### src/rtl/program_loader.sv
// program_loader
//   Receives a boot image over a valid/ready byte stream and writes it into a
//   small program RAM while holding the CPU in reset.
//   Stream: length byte N (1..2^ADDR_WIDTH), N data bytes, then one checksum
//   byte equal to the mod-2^DATA_WIDTH sum of the data bytes.
//
// Ports
//   clk        system clock, all state changes on its rising edge
//   reset      synchronous active-high reset
//   start      one-cycle pulse that opens a load session (ignored while busy)
//   in_valid   upstream byte valid
//   in_data    upstream byte
//   in_ready   loader accepts a byte this cycle (LEN, DATA, CSUM)
//   ram_we     RAM write strobe, one cycle per data byte
//   ram_addr   RAM write address (byte index within the image)
//   ram_wdata  RAM write data
//   cpu_hold   CPU held in reset (LEN, DATA, CSUM, ERR)
//   busy       session in progress (LEN, DATA, CSUM)
//   done       last session loaded with a good checksum
//   error      last session failed (bad length or checksum)
module program_loader #(
  parameter int ADDR_WIDTH = 4,
  parameter int DATA_WIDTH = 8
) (
  input  logic                  clk,
  input  logic                  reset,
  input  logic                  start,
  input  logic                  in_valid,
  input  logic [DATA_WIDTH-1:0] in_data,
  output logic                  in_ready,
  output logic                  ram_we,
  output logic [ADDR_WIDTH-1:0] ram_addr,
  output logic [DATA_WIDTH-1:0] ram_wdata,
  output logic                  cpu_hold,
  output logic                  busy,
  output logic                  done,
  output logic                  error
);

  // One extra bit so a full-depth length (2^ADDR_WIDTH) is representable.
  localparam int          LEN_W   = ADDR_WIDTH + 1;
  localparam int unsigned MAX_LEN = 2 ** ADDR_WIDTH;

  typedef enum logic [2:0] {
    IDLE = 3'd0,
    LEN  = 3'd1,
    DATA = 3'd2,
    CSUM = 3'd3,
    DONE = 3'd4,
    ERR  = 3'd5
  } state_t;

  state_t                  state_r,     state_s;
  logic [LEN_W-1:0]        len_r,       len_s;
  logic [LEN_W-1:0]        cnt_r,       cnt_s;
  logic [DATA_WIDTH-1:0]   acc_r,       acc_s;
  logic                    ram_we_r,    ram_we_s;
  logic [ADDR_WIDTH-1:0]   ram_addr_r,  ram_addr_s;
  logic [DATA_WIDTH-1:0]   ram_wdata_r, ram_wdata_s;
  logic                    done_r,      done_s;
  logic                    error_r,     error_s;
  logic                    in_ready_r,  busy_r, cpu_hold_r;
  logic                    xfer_s;
  logic                    len_bad_s;
  logic                    in_session_s;

  assign xfer_s       = in_valid & in_ready_r;
  assign len_bad_s    = (in_data == {DATA_WIDTH{1'b0}}) || (32'(in_data) > MAX_LEN);
  assign in_session_s = (state_s == LEN) || (state_s == DATA) || (state_s == CSUM);

  // Next-state, datapath and output-flag computation.
  always_comb begin
    state_s     = state_r;
    len_s       = len_r;
    cnt_s       = cnt_r;
    acc_s       = acc_r;
    ram_we_s    = 1'b0;
    ram_addr_s  = ram_addr_r;
    ram_wdata_s = ram_wdata_r;
    done_s      = done_r;
    error_s     = error_r;

    case (state_r)
      IDLE, DONE, ERR: begin
        if (start) begin
          state_s = LEN;
          cnt_s   = {LEN_W{1'b0}};
          acc_s   = {DATA_WIDTH{1'b0}};
          done_s  = 1'b0;
          error_s = 1'b0;
        end else begin
          state_s = state_r;
        end
      end
      LEN: begin
        if (xfer_s) begin
          if (len_bad_s) begin
            state_s = ERR;
            error_s = 1'b1;
          end else begin
            state_s = DATA;
            len_s   = LEN_W'(in_data);
          end
        end else begin
          state_s = LEN;
        end
      end
      DATA: begin
        if (xfer_s) begin
          // Write is registered, so ram_we appears the cycle after the transfer.
          ram_we_s    = 1'b1;
          ram_addr_s  = cnt_r[ADDR_WIDTH-1:0];
          ram_wdata_s = in_data;
          acc_s       = acc_r + in_data;
          cnt_s       = cnt_r + LEN_W'(1);
          if ((cnt_r + LEN_W'(1)) == len_r) begin
            state_s = CSUM;
          end else begin
            state_s = DATA;
          end
        end else begin
          state_s = DATA;
        end
      end
      CSUM: begin
        if (xfer_s) begin
          if (in_data == acc_r) begin
            state_s = DONE;
            done_s  = 1'b1;
          end else begin
            state_s = ERR;
            error_s = 1'b1;
          end
        end else begin
          state_s = CSUM;
        end
      end
      default: begin
        state_s = IDLE;
      end
    endcase
  end

  // State and registered outputs; status flags decoded from the next state.
  always_ff @(posedge clk) begin
    if (reset) begin
      state_r     <= IDLE;
      len_r       <= {LEN_W{1'b0}};
      cnt_r       <= {LEN_W{1'b0}};
      acc_r       <= {DATA_WIDTH{1'b0}};
      ram_we_r    <= 1'b0;
      ram_addr_r  <= {ADDR_WIDTH{1'b0}};
      ram_wdata_r <= {DATA_WIDTH{1'b0}};
      done_r      <= 1'b0;
      error_r     <= 1'b0;
      in_ready_r  <= 1'b0;
      busy_r      <= 1'b0;
      cpu_hold_r  <= 1'b0;
    end else begin
      state_r     <= state_s;
      len_r       <= len_s;
      cnt_r       <= cnt_s;
      acc_r       <= acc_s;
      ram_we_r    <= ram_we_s;
      ram_addr_r  <= ram_addr_s;
      ram_wdata_r <= ram_wdata_s;
      done_r      <= done_s;
      error_r     <= error_s;
      in_ready_r  <= in_session_s;
      busy_r      <= in_session_s;
      cpu_hold_r  <= in_session_s || (state_s == ERR);
    end
  end

  // A write already queued in ram_we_r must not reach the RAM in the cycle
  // reset is asserted, so the strobe is qualified by reset directly.
  assign ram_we    = ram_we_r & ~reset;
  assign ram_addr  = ram_addr_r;
  assign ram_wdata = ram_wdata_r;
  assign in_ready  = in_ready_r;
  assign busy      = busy_r;
  assign cpu_hold  = cpu_hold_r;
  assign done      = done_r;
  assign error     = error_r;

endmodule

### config.mk
export PLATFORM = sky130hd
export DESIGN_NAME = program_loader
export DESIGN_NICKNAME = d
export VERILOG_FILES = /design/src/rtl/program_loader.sv
export SDC_FILE = /design/constraint.sdc
export NUM_CORES = 1
export LEC_CHECK = 0
export ABC_AREA = 1
export CORE_ASPECT_RATIO = 1.2
export CORE_MARGIN = 2
export CORE_UTILIZATION = 58
export DETAILED_ROUTE_END_ITERATION = 8
export GPL_TIMING_DRIVEN = 0
export PLACE_DENSITY_LB_ADDON = 0.12
export SLEW_MARGIN = 40
export SYNTH_ARGS = -nofsm -noshare
export SYNTH_HDL_FRONTEND = slang
export SYNTH_SLANG_ARGS = --single-unit
### constraint.sdc
create_clock -name clk -period 3.1 [get_ports clk]
set_input_delay 0.465 -clock clk [delete_from_list [all_inputs] [get_ports clk]]
set_output_delay 0.465 -clock clk [all_outputs]
set_load 0.02 [all_outputs]
# Yosys cells after proc, flatten, opt, wreduce, memory -nomap -nowiden
# Cells that the tools add are included.
# W data, S select, Z words.
[totals]
wordCells = 77
inputBits = 12
ff_bits = 38
[classes]
n_mux = 24
reduce_logical = 16
n_bitwise = 5
n_addsub = 2
n_lt_le_gt_ge = 1
n_eq_ne = 18
[op_table]
columns = ["operator", "count"]
rows = [
  ["$mux W8", 2],
  ["$pmux W8 S2", 1],
  ["$mux W3", 5],
  ["$ne A2 B2 Y1 const B", 7],
  ["$eq A3 B2 Y1 const B", 4],
  ["$pmux W3 S4", 1],
  ["$mux W1", 10],
  ["$mux W5", 2],
  ["$pmux W5 S2", 1],
  ["$eq A3 B3 Y1 const B", 3],
  ["$add A8 B8 Y8", 1],
  ["$eq A8 B8 Y1", 1],
  ["$gt A8 B5 Y1 const B", 1],
  ["$logic_not A8 Y1", 1],
  ["$eq A3 B1 Y1 const B", 2],
  ["$reduce_and A3 Y1", 2],
  ["$reduce_and A6 Y1", 1],
  ["$add A5 B1 Y5 const B", 1],
  ["$eq A5 B5 Y1", 1],
  ["$logic_or A1 B1 Y1", 4],
  ["$reduce_and A4 Y1", 1],
  ["$reduce_bool A2 Y1", 2],
  ["$logic_not A3 Y1", 1],
  ["$not A1 Y1", 3],
  ["7 further kinds", 8],
]

# Longest topological paths before layout
# Gate-level depths: netlist of run 1.
[logic_depth]
ltp_word = 9
ltp_mapped = 12

# Least setup slack after synthesis of run 1
# No wires, ideal clock.
[synth_timing]
path_kind = "input to register"
from = "input port in_data[0]"
to = "register acc_r[4]"
setup_ns = 0.132
required_time_ns = 2.968
setup_slack_ns = 1.390
path_buffers = 0
t_arrival_ns = 1.578
cell_stages = 8
cell_sequence = "ha_1 fa_1 nand2_1 inv_1 o21ai_0 nand3_1 nand3_1 a21oi_1"
[synth_between]
elab_chain_cells = 3
[synth_rtl]
columns = ["element", "line", "source"]
rows = [
  ["start: declaration", "29", "input logic [DATA_WIDTH-1:0] in_data,"],
  ["$add A8 B8 Y8", "114", "acc_s = acc_r + in_data;"],
  ["$mux W8", "109", "if (xfer_s) begin"],
  ["$pmux W8 S2", "83", "case (state_r)"],
  ["end signal: assignment", "150", "acc_r <= {DATA_WIDTH{1'b0}};"],
  ["end signal: assignment", "163", "acc_r <= acc_s;"],
  ["end: declaration", "56", "logic [DATA_WIDTH-1:0] acc_r, acc_s;"],
]
# Every way passes these cells. The select of a mux whose other input is x is not followed.
# A chain may end at the register's enable or synchronous reset.

# Worst setup path in the final report of run 1
[layout_timing]
from = "input port reset"
to = "output port ram_we"
[layout_between]
elab_chain_cells = 2
[layout_rtl]
columns = ["element", "line", "source"]
rows = [
  ["start: declaration", "26", "input logic reset,"],
  ["$not A1 Y1", "177", "assign ram_we = ram_we_r & ~reset;"],
  ["$and A1 B1 Y1", "177", ""],
  ["end: declaration", "31", "output logic ram_we,"],
]
# Every way passes these cells.

==> summary.md, run 1 <==
| Metric | Value |
|---|---|
| #FFs+latches synth | 38 |
| Cell Pwr Density | 467 nW/um^2 |
| Final Hold Vio Count | 0 |
| WS Path Type | input port to primary output |
| CTS resizes | 0 |
| Register area | 761 um^2 |
| Max-slew violation count | 0 |
| DR pass1 iterations | 4 |
| Dpl ws | 0.580 ns |
| RSZ-0062 raised after global routing | no |
| Commonest non-fill, non-tap cell in the layout | nand2_1 |
| Met2 usage | 46.6% |
| # hold bufs at CTS | 0 |
| Via Count | 2,003 |
| Filler Cells Inserted | 286 |
| DRT iter0 DRCs | 85 |
| Crit path largest cell delay | 0.55 ns |
| Core Box Area | 3310 um^2 |
| Library cells used by synthesis | 29 |
| Dominant cell type by area after synthesis | dfxtp_1 |
| Largest net degree at the start of global routing | 13 |
| Most frequent cells in the layout | nand2_1 (65), dfxtp_1 (38), inv_1 (35) |
| Fmax | 0.407 GHz |
| Syn_area_per_cell | 6.88 um^2 |
| Final WS setup | 0.646 ns |
| Syn Nets | 312 |
| Outcome | completed |
| PortBufs | 28 |
| Diode count | 0 |
| Critical path peak fanout | 10 |
| Rows | 23 |
| Global route total overflow | 0 |
| Antenna violations before repair | 0 |
| Synth warnings | 0 |
| Crit end category | primary output |
| I/O pin count | 30 |
| Final GP Congestion | 0.921 |
| Final worst path period share | 79.2% |
| Share of post-route cells with drive strength above 1 | 7.34% |
| Slowest CP cell | clkdlybuf4s50_1 |
| Post-route minimum period | 2.45 ns |
| Tightest Pin Transition | 0.562 ns |
| Startpoint Class | input port |
| P_leak | 1.11 nW |
| Area share of the largest cell type after synthesis | 38.0% |
| Post-synthesis sequential area ratio | 38.0% |
| Cts bufs inserted | 5 |
| Vias in the first global route | 1,790 |
| CTS H-Tree Depth | 2 |
| Sink Count | 38 |
| Post-synthesis cell count | 291 |
| Root Driver | clkbuf_8 |
| First-pass GRT wire length | 7.94 mm |
| Worst hold path type | flip-flop to flip-flop |
| Die H | 68.4 um |
| Clk_lat worst skew | 0.29 ns |
| Cell Area, Placed | 2330 um^2 |
| Setup Fix Bufs, Post-CTS | 0 |
| Top cells by area, synth | dfxtp_1 (38%), nand2_1 (12%), a21oi_1 (8.2%) |
| Clk slew on worst S/H paths | 0.07 ns |
| Final setup fails | 0 |
| Post-DRT Antenna Nets | 0 |
| Drt total wl | 4.85 mm |
| Met1 usage | 31.6% |
| Hpwl dp | 3.53 mm |
| CP cell instances | clkbuf_1 -> buf_1 -> nor2_1 -> clkdlybuf4s50_1 |
| Bufs on Longest Clock Path | 2 |
| Crit path required time | 2.63 ns |
| Slew headroom | 62.5% |
| WL/cell | 13.3 um |
| Max Cap Viol | 0 |
| Utilization after layout | 74.7% |
| Setup Total Neg Slack | 0 ns |
| Die ar. | 3940 um^2 |
| Number of placed instances with taps included | 356 |
| WP data arrival | 1.99 ns |
| Residual DRC | 0 |
| Peak VDD IR | 0.504 mV |
| CTS tree | built |
| Multi-input gate area | 1050 um^2 |
| Setup Skew | 0.00768 ns |
| Layout area overhead | 23.4% |
| Final Instance Count excl. Fillers | 364 |
| M3 GR Usage | 5.48% |
| Grt peak-use layer | met2 |
| GRT Total Usage | 26.3% |
| Die Wd | 57.7 um |
| Vias/cell | 5.50 |
| Final Cell Area | 2470 um^2 |
| Post-layout nets | 347 |
| Synthesized cell area | 2000 um^2 |
| Initial cell density of the core | 60.5% |
==> state kept, by name (all words and copies together), names as in the netlist, 3 cells and up <==
name,flops
acc_r,8
cnt_r,5
state_r,3
len_r,5
ram_wdata,8
ram_addr,4
==> per-stage QoR <==
stage | power [mW] | hold WS, ns
after global placement | 0.644 | 0.453
final | 1.16 | 0.472
after global routing | 1.19 | 0.493
after detailed placement | 0.645 | 0.462
after floorplan | 0.592 | 0.443
after CTS | 1.16 | 0.473
==> synth_stat cells (all sizes together) <==
cell type and instances:
o21ai 25, inv 37, o211ai 1, ha 8, clkbuf 2, fa 1
a21oi 33, nand3b 1, nand4 7, o21a 1, nor2 34, xor2 1
nand2 66, nand3 25, a31oi 1, buf 7, xnor2 1, dfxtp 38
nor3 2
==> where the power goes <==
| group | total, mW | leakage [nW] | switching [mW] | internal (mW) |
|---|---|---|---|---|
| sequential | 0.502 | 0.307 | 0.00524 | 0.497 |
| clock | 0.521 | 0.0714 | 0.177 | 0.343 |
| combinational | 0.133 | 0.735 | 0.0806 | 0.0523 |
| total | 1.16 | 1.11 | 0.263 | 0.892 |
==> area by class of cell <==
| class | count | share of cell area, % |
|---|---|---|
| plain buffers | 9 | 2.18 |
| inverters | 37 | 5.62 |
| clock buffers | 6 | 3.34 |
| repair buffers | 28 | 11.3 |
| well taps | 37 | 1.87 |
| flip-flops and latches | 38 | 30.8 |
| clock inverters | 2 | 2.43 |
| multi-input cells | 207 | 42.5 |
==> worst paths after layout <==
path | from | cells after the start | slack, ns | end
max | reset | 4 | 0.65 | ram_we
min | acc_r[0] | 2 | 0.47 | acc_r[0]
max reg2reg | acc_r[0] | 8 | 1.34 | acc_r[4]
min reg2reg | acc_r[0] | 2 | 0.47 | acc_r[0]
==> layer usage <==
metal	wire length [um]	vias to the layer above
met5	0	-
met2	2460	49
met1	2090	927
met4	68	0
met3	237	7
li1	-	1020
==> logic make-up (layout without fill, tap and decap cells) <==
family                   count (synthesis)  after routing  synth area share, %
XOR/XNOR                                 2              2                0.875
flip-flops                              38             38                 38.0
adder cells (fa/ha/maj)                  9              9                 6.00
AO/OA/AOI/OAI                           61             61                 15.7
buffers and inverters                   46             82                 9.62
AND/OR/NAND/NOR                        135            135                 29.8
==> worst max-delay path: cells and delay by family <==
kind / cells / cell delay, ns
buffers and inverters: 3 / 1.42
and+or+nand+nor: 1 / 0.09
No activity file was read; power rests on OpenSTA's default activity.
==> inputs of run 2 (changes only) <==
--- a/config.mk
+++ b/config.mk
@@ -8,7 +8,7 @@
 export ABC_AREA = 1
 export CORE_ASPECT_RATIO = 1.2
 export CORE_MARGIN = 2
-export CORE_UTILIZATION = 58
+export CORE_UTILIZATION = 53
 export DETAILED_ROUTE_END_ITERATION = 8
 export GPL_TIMING_DRIVEN = 0
 export PLACE_DENSITY_LB_ADDON = 0.12
==> constraint.sdc (replaced) <==
create_clock -name clk -period 2.38 [get_ports clk]
set_input_delay 0.357 -clock clk [delete_from_list [all_inputs] [get_ports clk]]
set_output_delay 0.357 -clock clk [all_outputs]
set_load 0.02 [all_outputs]
==> run 2 against run 1 <==
Effect of this change:
- first-iteration DRC count decreased by 29%
- utilization is 7.9 points lower
- cell count increased by 3.8%
- power up 7.7%
- worst hold slack worse by 0.0032 ns
- count of clock-buffer cells in the layout down 1
- final area decreased by 1.8%
- clock skew fell by 0.0036 ns
- critical path depth unchanged
- register-to-register slack worse by 0.70 ns
- wire length is 4.7% lower
- worst setup slack got worse by 0.48 ns
- critical endpoint unchanged
==> summary.md, run 2 (synthesized netlist as in run 1, its figures left out) <==
| Metric | Value |
|---|---|
| Outcome | completed (unchanged) |
| Final worst path period share | 93.1% |
| Die ar. | 4290 um^2 (was 3940 um^2) |
| Rows | 24 (was 23) |
| Max Cap Viol | 0 (unchanged) |
| Startpoint Class | input port (unchanged) |
| DRT iter0 DRCs | 60 (was 85) |
| Max-slew violation count | 0 (unchanged) |
| WS Path Type | input port to primary output (unchanged) |
| Number of placed instances with taps included | 371 (was 356) |
| Peak VDD IR | 0.313 mV (was 0.504 mV) |
| Cell Pwr Density | 513 nW/um^2 (was 467 nW/um^2) |
| Critical path peak fanout | 10 (unchanged) |
| Clk_lat worst skew | 0.29 ns (about the same) |
| Root Driver | clkbuf_8 (unchanged) |
| Via Count | 1,961 (was 2,003) |
| Tightest Pin Transition | 0.512 ns (was 0.562 ns) |
| Clk slew on worst S/H paths | 0.07 ns (about the same) |
| Sink Count | 38 (unchanged) |
| Crit path required time | 2.02 ns (was 2.63 ns) |
| Filler Cells Inserted | 358 (was 286) |
| # hold bufs at CTS | 0 (unchanged) |
| DR pass1 iterations | 4 (unchanged) |
| Worst hold path type | flip-flop to flip-flop (unchanged) |
| Vias in the first global route | 1,783 (was 1,790) |
| Layout area overhead | 21.2% (was 23.4%) |
| Die Wd | 60.1 um (was 57.7 um) |
| Global route total overflow | 0 (unchanged) |
| Worst R2R Setup Slack | 0.64 ns (was 1.34 ns) |
| Pwr Total | 1.24 mW (was 1.16 mW) |
| Post-route minimum period | 2.22 ns |
| P_leak | 1.09 nW (was 1.11 nW) |
| Vias/cell | 5.19 (was 5.50) |
| Share of post-route cells with drive strength above 1 | 7.06% (was 7.34%) |
| Post-layout nets | 347 (unchanged) |
| Setup Skew | 0.00403 ns (was 0.00768 ns) |
| Fmax | 0.451 GHz |
| Hpwl dp | 3.46 mm (was 3.53 mm) |
| RSZ-0062 raised after global routing | no (unchanged) |
| Final Instance Count excl. Fillers | 378 (was 364) |
| CTS H-Tree Depth | 2 (unchanged) |
| Worst hold margin | 0.469 ns (was 0.472 ns) |
| Slew headroom | 65.9% (was 62.5%) |
| Final Hold Vio Count | 0 (unchanged) |
| GRT Total Usage | 24.9% (was 26.3%) |
| Final GP Congestion | 0.903 (was 0.921) |
| CTS resizes | 0 (unchanged) |
| Residual DRC | 0 (unchanged) |
| Core Box Area | 3630 um^2 (was 3310 um^2) |
| Crit end category | primary output (unchanged) |
| Initial cell density of the core | 55.1% (was 60.5%) |
| WP data arrival | 1.86 ns (was 1.99 ns) |
| Setup Fix Bufs, Post-CTS | 0 (unchanged) |
| Post-DRT Antenna Nets | 0 (unchanged) |
| Commonest non-fill, non-tap cell in the layout | nand2_1 (unchanged) |
| WL/cell | 12.2 um (was 13.3 um) |
| I/O pin count | 30 (unchanged) |
| Most frequent cells in the layout | nand2_1 (65), dfxtp_1 (38), inv_1 (35) (unchanged) |
| Setup Total Neg Slack | 0 ns (unchanged) |
| Final setup fails | 0 (unchanged) |
| PortBufs | 28 (unchanged) |
| Cts bufs inserted | 5 (unchanged) |
| Largest net degree at the start of global routing | 12 (was 13) |
| CTS tree | built (unchanged) |
| Diode count | 0 (unchanged) |
| Antenna violations before repair | 0 (unchanged) |
| First-pass GRT wire length | 8.06 mm (was 7.94 mm) |
| Die H | 71.3 um (was 68.4 um) |
| Bufs on Longest Clock Path | 2 (unchanged) |
| Drt total wl | 4.63 mm (was 4.85 mm) |
[run 2: final timing paths]
path              cells after the start  startpoint  endpoint
hold / removal                        2    acc_r[2]  acc_r[2]
hold reg to reg                       2    acc_r[2]  acc_r[2]
setup reg to reg                      9    acc_r[0]  acc_r[4]
setup / recovery                      4       reset    ram_we
[run 2: power by group]
part           switching (mW)  internal (mW)
clock network           0.222          0.196
registers             0.00667          0.647
logic                   0.104         0.0682
total                   0.333          0.912
[run 2: final cells by class]
class                      count  area (um^2)  area share (%)
multi-input combinational    207         1050            43.2
sequential                    38          761            31.3
timing repair buffer          28          280            11.5
inverter                      37          139            5.72
clock buffer                   5         68.8            2.84
tap                           52         65.1            2.68
buffer                         9         53.8            2.22
clock inverter                 2         10.0           0.412
[run 2: routing by layer]
metal,up-vias,wire [um],track usage (%)
met1,891,2100,32.3
met3,8,184,5.42
met4,0,98,9.14
li1,1020,-,-
met5,-,0,0
met2,42,2240,40.1
[run 2: critical path: stages]
cell	delay, ns
clkbuf_1	0.39
buf_1	0.47
nor2_1	0.10
clkdlybuf4s50_1	0.55
[run 2: per-stage QoR]
step	utilization [%]	setup WS (ns)	instance area (um^2)
after floorplan	-	0.778	2000
after global placement	64.6	0.0611	2350
after detailed placement	64.6	0.0507	2350
after CTS	66.8	0.126	2430
after global routing	66.8	0.0200	2430
final	66.8	0.164	2430
